`src/rtl/pipeline_controller.sv`:
```
// Stall/flush sequencer for the 5-stage RV32I pipeline.
// Define PIPE_PERF_CNT_EN to build the stall/flush performance counters.
module pipeline_controller #(
  parameter int unsigned DMEM_TIMEOUT  = 255,
  parameter int unsigned REFILL_CYCLES = 1
) (
  input  logic        clk,
  input  logic        rst,
  input  logic        load_use_hazard,
  input  logic        ex_branch_taken,
  input  logic        ex_trap,
  input  logic        imem_ready,
  input  logic        dmem_req,
  input  logic        dmem_ready,
  output logic        if_en,
  output logic        id_en,
  output logic        ex_en,
  output logic        mem_en,
  output logic        wb_en,
  output logic        flush_if,
  output logic        flush_id,
  output logic        flush_ex,
  output logic [1:0]  pc_sel,
  output logic        bus_err,
  output logic [31:0] stall_cycles,
  output logic [31:0] flush_events
);

  typedef enum logic [1:0] {
    RUN       = 2'd0,
    DMEM_WAIT = 2'd1,
    REFILL    = 2'd2
  } state_e;

  localparam logic [7:0] TMO     = 8'(DMEM_TIMEOUT);
  localparam logic [1:0] RC_LAST = 2'(REFILL_CYCLES - 1);

  state_e     state_q, state_d;
  logic [7:0] tmo_q, tmo_d;
  logic [1:0] ref_q, ref_d;
  logic [4:0] en;
  logic [2:0] fl;
  logic       redirect;
  logic       rules;
  logic       rule1_ok;
  logic       dstall;

  always_ff @(posedge clk) begin
    if (rst) begin
      state_q <= RUN;
      tmo_q   <= '0;
      ref_q   <= '0;
    end else begin
      state_q <= state_d;
      tmo_q   <= tmo_d;
      ref_q   <= ref_d;
    end
  end

  always_comb begin
    state_d  = state_q;
    tmo_d    = tmo_q;
    ref_d    = ref_q;
    en       = '0;
    fl       = '0;
    pc_sel   = 2'b00;
    bus_err  = 1'b0;
    redirect = 1'b0;
    rules    = 1'b0;
    rule1_ok = 1'b0;
    dstall   = dmem_req & ~dmem_ready;

    case (state_q)
      RUN: begin
        rules    = 1'b1;
        rule1_ok = 1'b1;
      end
      DMEM_WAIT: begin
        if (dmem_ready) begin
          rules   = 1'b1;
          state_d = RUN;
        end else if (tmo_q == TMO) begin
          bus_err  = 1'b1;
          pc_sel   = 2'b10;
          fl       = 3'b111;
          en       = '1;
          redirect = 1'b1;
          state_d  = REFILL;
          ref_d    = '0;
        end else begin
          tmo_d = tmo_q + 8'd1;
        end
      end
      REFILL: begin
        rules    = 1'b1;
        rule1_ok = 1'b1;
      end
      default: state_d = RUN;
    endcase

    if (rules) begin
      if (rule1_ok && dstall) begin
        state_d = DMEM_WAIT;
        tmo_d   = 8'd1;
      end else if (ex_trap) begin
        pc_sel   = 2'b10;
        fl       = 3'b111;
        en       = '1;
        redirect = 1'b1;
        state_d  = REFILL;
        ref_d    = '0;
      end else if (ex_branch_taken) begin
        pc_sel   = 2'b01;
        fl       = 3'b110;
        en       = '1;
        redirect = 1'b1;
        state_d  = REFILL;
        ref_d    = '0;
      end else if (state_q == REFILL) begin
        // ID keeps a bubble until enough real fetches arrive
        fl = 3'b100;
        en = {imem_ready, 4'b1111};
        if (imem_ready) begin
          if (ref_q == RC_LAST) state_d = RUN;
          else ref_d = ref_q + 2'd1;
        end
      end else if (load_use_hazard) begin
        en = 5'b00111;
        fl = 3'b001;
      end else if (!imem_ready) begin
        en = 5'b01111;
        fl = 3'b100;
      end else begin
        en = '1;
      end
    end

    if (rst) begin
      en       = '0;
      fl       = 3'b111;
      pc_sel   = 2'b00;
      bus_err  = 1'b0;
      redirect = 1'b0;
    end
  end

  assign {if_en, id_en, ex_en, mem_en, wb_en} = en;
  assign {flush_if, flush_id, flush_ex}       = fl;

`ifdef PIPE_PERF_CNT_EN
  logic [31:0] stall_q, flush_q;

  always_ff @(posedge clk) begin
    if (rst) begin
      stall_q <= '0;
      flush_q <= '0;
    end else begin
      stall_q <= stall_q + {31'd0, ~if_en};
      flush_q <= flush_q + {31'd0, redirect};
    end
  end

  assign stall_cycles = stall_q;
  assign flush_events = flush_q;
`else
  assign stall_cycles = '0;
  assign flush_events = '0;
`endif

  // a flushed register's loader must be advancing
  a_flush_hold: assert property (@(posedge clk) disable iff (rst)
    (!flush_if || id_en) && (!flush_id || ex_en) && (!flush_ex || mem_en));
  a_pc_sel: assert property (@(posedge clk) pc_sel != 2'b11);
  a_redirect: assert property (@(posedge clk) disable iff (rst)
    redirect |-> (pc_sel != 2'b00));

endmodule

```
`config.mk`:
```
export PLATFORM = sky130hd
export DESIGN_NAME = pipeline_controller
export DESIGN_NICKNAME = d
export VERILOG_FILES = /design/src/rtl/pipeline_controller.sv
export SDC_FILE = /design/constraint.sdc
export NUM_CORES = 1
export LEC_CHECK = 0
export ABC_CLOCK_PERIOD_IN_PS = 1800
export CELL_PAD_IN_SITES_DETAIL_PLACEMENT = 1
export CELL_PAD_IN_SITES_GLOBAL_PLACEMENT = 1
export CORE_UTILIZATION = 22
export DETAILED_ROUTE_END_ITERATION = 10
export PLACE_DENSITY = 0.85
export SLEW_MARGIN = 20
export SYNTH_ARGS = -nofsm -noshare
export SYNTH_HDL_FRONTEND = slang
export SYNTH_SLANG_ARGS = --single-unit
```
`constraint.sdc`:
```
create_clock -name clk -period 1.8 [get_ports clk]
set_input_delay 0.45 -clock clk [delete_from_list [all_inputs] [get_ports clk]]
set_output_delay 0.45 -clock clk [all_outputs]
set_load 0.01 [all_outputs]
```
==> impl_metrics.csv <==
group,metric,value,unit
yosys,synth_cell_types,41,
floorplan,core,0.005574,mm^2
final_layout,mostFrequentLayoutCells,"conb_1 (64), buf_4 (30), dfxtp_1 (11), a21oi_1 (8), buf_2 (8)",
floorplan,die_h,78.50,um
routing,drt-total-wl,3013,um
routing,drc,0,
final_layout,n_fill_cell,700,
yosys,synth_seq_cells,12,
timing,fin_tns_setup,-734.6,ps
final_layout,final_common_cell,"conb_1",
clock_network,cts_tree,"built",
floorplan,die_width,78.50,um
final_layout,final_layout_size_suffix_gt1_share,34.76,%
floorplan,dieArea,0.006162,mm^2
grt,grt_pass1_wl,4657,um
yosys,async_flop_share,0,%
worst_setup_path,rrSetupSlack,290,ps
timing,final_hold_viol_count,0,
final_layout,fin_cells,282,
clock_network,clk_transition_reported_paths,50,ps
clock_network,clock-sinks,12,
yosys,yosys_warnings,0,
grt,antenna_found_initial,0,
final_layout,antenna_cells,0,
routing,postRouteAntennaNets,0,
worst_setup_path,timing.rr.end,"tmo_q[1]",
routing,wl_met2,1535,um
worst_setup_path,cp_max_fo,4,
placed_design,placedCellCount,272,
routing,vias,1097,
worst_setup_path,end_kind,"primary output",
final_layout,nNetsFinal,222,
timing,finClkSkew,1.346,ps
final_layout,seq_area,241.5,um^2
placed_design,dp_hpwl,2356,um
routing,via_per_inst,3.890,
yosys,synth_flop_cell,"dfxtp_1",
floorplan,io_pins,83,
power,p_leak,0.8224,nW
yosys,synth_edf_count,0,
clock_network,clock_latency,240,ps
hold_path,whs_endpoint,"ref_q[0]",
timing,period_needed,1945,ps
timing,rsz0062_at_grt,"true",
hold_path,hp-start,"ref_q[0]",
clock_network,cts_buffer_depth,2,
routing,wl_met1,1129,um
clock_network,numCtsBuffers,3,
timing,slew_violations,0,
placed_design,port_buffers,18,
yosys,syn-instance-count,160,
grt,grt_max_degree,8,
yosys,synthTopCellsByArea,"buf_4 (38%), dfxtp_1 (19%), a21oi_1 (3.5%)",
worst_setup_path,reg2reg_depth,6,
status,status,"finished, violations left",
grt,grt_usage,9.664,%
yosys,synth_area_leader_cell,"buf_4",
grt,grt_pass1_vias,1026,
yosys,avgSynthCellArea,8.047,um^2
worst_setup_path,critPathKind,"input pin to primary output",
power,irDropWorstVdd,0.1569,mV
worst_setup_path,critPathLaunchType,"input pin",
power,power.density,500.8,mW/mm^2
timing,max_clock_freq,514.2,MHz
run,drv_cap,0,
timing,period_share,108.0,%
worst_setup_path,crit_arrival,1490,ps
hold_path,hold_class,"register to register",
yosys,yosysSeqAreaShare,18.66,%
floorplan,initial_core_util,23.10,%
timing,setup_viol,9,
final_layout,syn_to_final_growth,28.09,%
worst_setup_path,crit_required,1350,ps
routing,dr.pass1.iters,3,
floorplan,rows,27,
final_layout,fin_util,29.58,%
hold_path,hold_depth,2,
status,violations,"negative setup slack",
routing,dr_wl_met3,222,um
timing,finalWorstSetupSlack,-144.7,ps
yosys,synthesis.area,0.001287,mm^2
routing,wl_per_cell,10.68,um
routing,drt_iter0_markers,38,
yosys,synth_top_area_share,38.48,%
clock_network,cts_root_buf,"clkbuf_8",
final_layout,multi_input_area,867.1,um^2
worst_setup_path,rr_startpoint,"tmo_q[0]",
clock_network,cts_max_level,1,
clock_network,cts_hold_buf,0,
routing,routed.top_layer,"met4",
grt,overflow,0,
placed_design,gp_routability_congestion,0.8131,
[Yosys cell counts, drive strengths merged, types with 2 or more instances]
| cell type | number |
|---|---|
| buf | 66 |
| dfxtp | 12 |
| a21oi | 9 |
| nor2 | 8 |
| o21ai | 8 |
| nand2 | 7 |
| nand2b | 5 |
| nand4 | 4 |
| ha | 3 |
| inv | 3 |
| mux2i | 3 |
| a211oi | 2 |
| a21boi | 2 |
| a311oi | 2 |
| and2 | 2 |
| and4bb | 2 |
| nand3 | 2 |
| nand3b | 2 |
| or2 | 2 |
[routing by layer]
| layer | up-vias | GRT usage (%) |
|---|---|---|
| li1 | 516 | - |
| met1 | 514 | 9.461 |
| met2 | 58 | 17.91 |
| met3 | 9 | 2.093 |
| met4 | 0 | 6.667 |
| met5 | - | 0 |
[report_power, final]
group          switching [mW]  internal (mW)  leakage [nW]  total [mW]
clock                   0.104          0.194        0.0288       0.297
sequential            0.00372          0.271        0.0976       0.275
combinational           0.147          0.106         0.696       0.253
total                   0.255          0.571         0.822       0.826
[per-stage QoR]
stage | setup slack (ps) | hold WS, ps | area [um^2] | power [mW]
6_report | -144.7 | 484.8 | 1649 | 0.8258
5_1_grt | -180.4 | 515.7 | 1649 | 0.8718
4_1_cts | -156.4 | 478.9 | 1605 | 0.8194
3_5_place_dp | -993.1 | 478.1 | 1505 | 0.5047
3_3_place_gp | -910.8 | 466.6 | 1505 | 0.4976
2_1_floorplan | -30.10 | 453.6 | 1546 | 0.5180
[critical path, stage by stage]
cell and delay (ps):
buf_8 100, and4bb_4 350, nand4_4 100, and2_4 180, a211oi_4 150, buf_2 160
[flip-flops by register name, summed over array words and instances, names as in the netlist]
signal,flops
tmo_q,8
state_q,2
ref_q,2
[cell type report]
type                       instances  area share [%]
inverter                           3          0.6829
sequential                        12           14.64
tap                               72           5.463
multi-input combinational        141           52.58
timing repair buffer              50           23.29
clock buffer                       4           3.338
[how the worst max path moves through the flow]
stage	depth (start not counted)	slack, ps	startpoint	endpoint
2_1_floorplan	5	-30	dmem_ready	mem_en
3_3_place_gp	6	-910	dmem_ready	id_en
3_5_place_dp	6	-990	dmem_ready	id_en
4_1_cts	6	-160	dmem_ready	id_en
5_1_grt	5	-180	state_q[1]	id_en
6_report	6	-140	dmem_ready	id_en
[timing repair]
action / in CTS / in global routing
gates resized for setup: 84 / 7
endpoints found under the setup margin: 12 / 11
buffers inserted: 2 / 4
pin swaps: 8 / 5
[kinds of logic (layout without fill, tap and decap cells)]
family | count (synthesis) | count (layout) | share of synthesized area, %
buffers and inverters | 70 | 57 | 39.65
AND/OR/NAND/NOR | 41 | 41 | 20.80
AO/OA/AOI/OAI | 29 | 29 | 14.68
flip-flops | 12 | 12 | 18.66
adder cells (fa/ha/maj) | 3 | 3 | 2.916
multiplexers | 3 | 3 | 2.332
other | 1 | 64 | 0.2913
XOR/XNOR | 1 | 1 | 0.6804
Note: power is estimated with default switching activity, not from simulation.
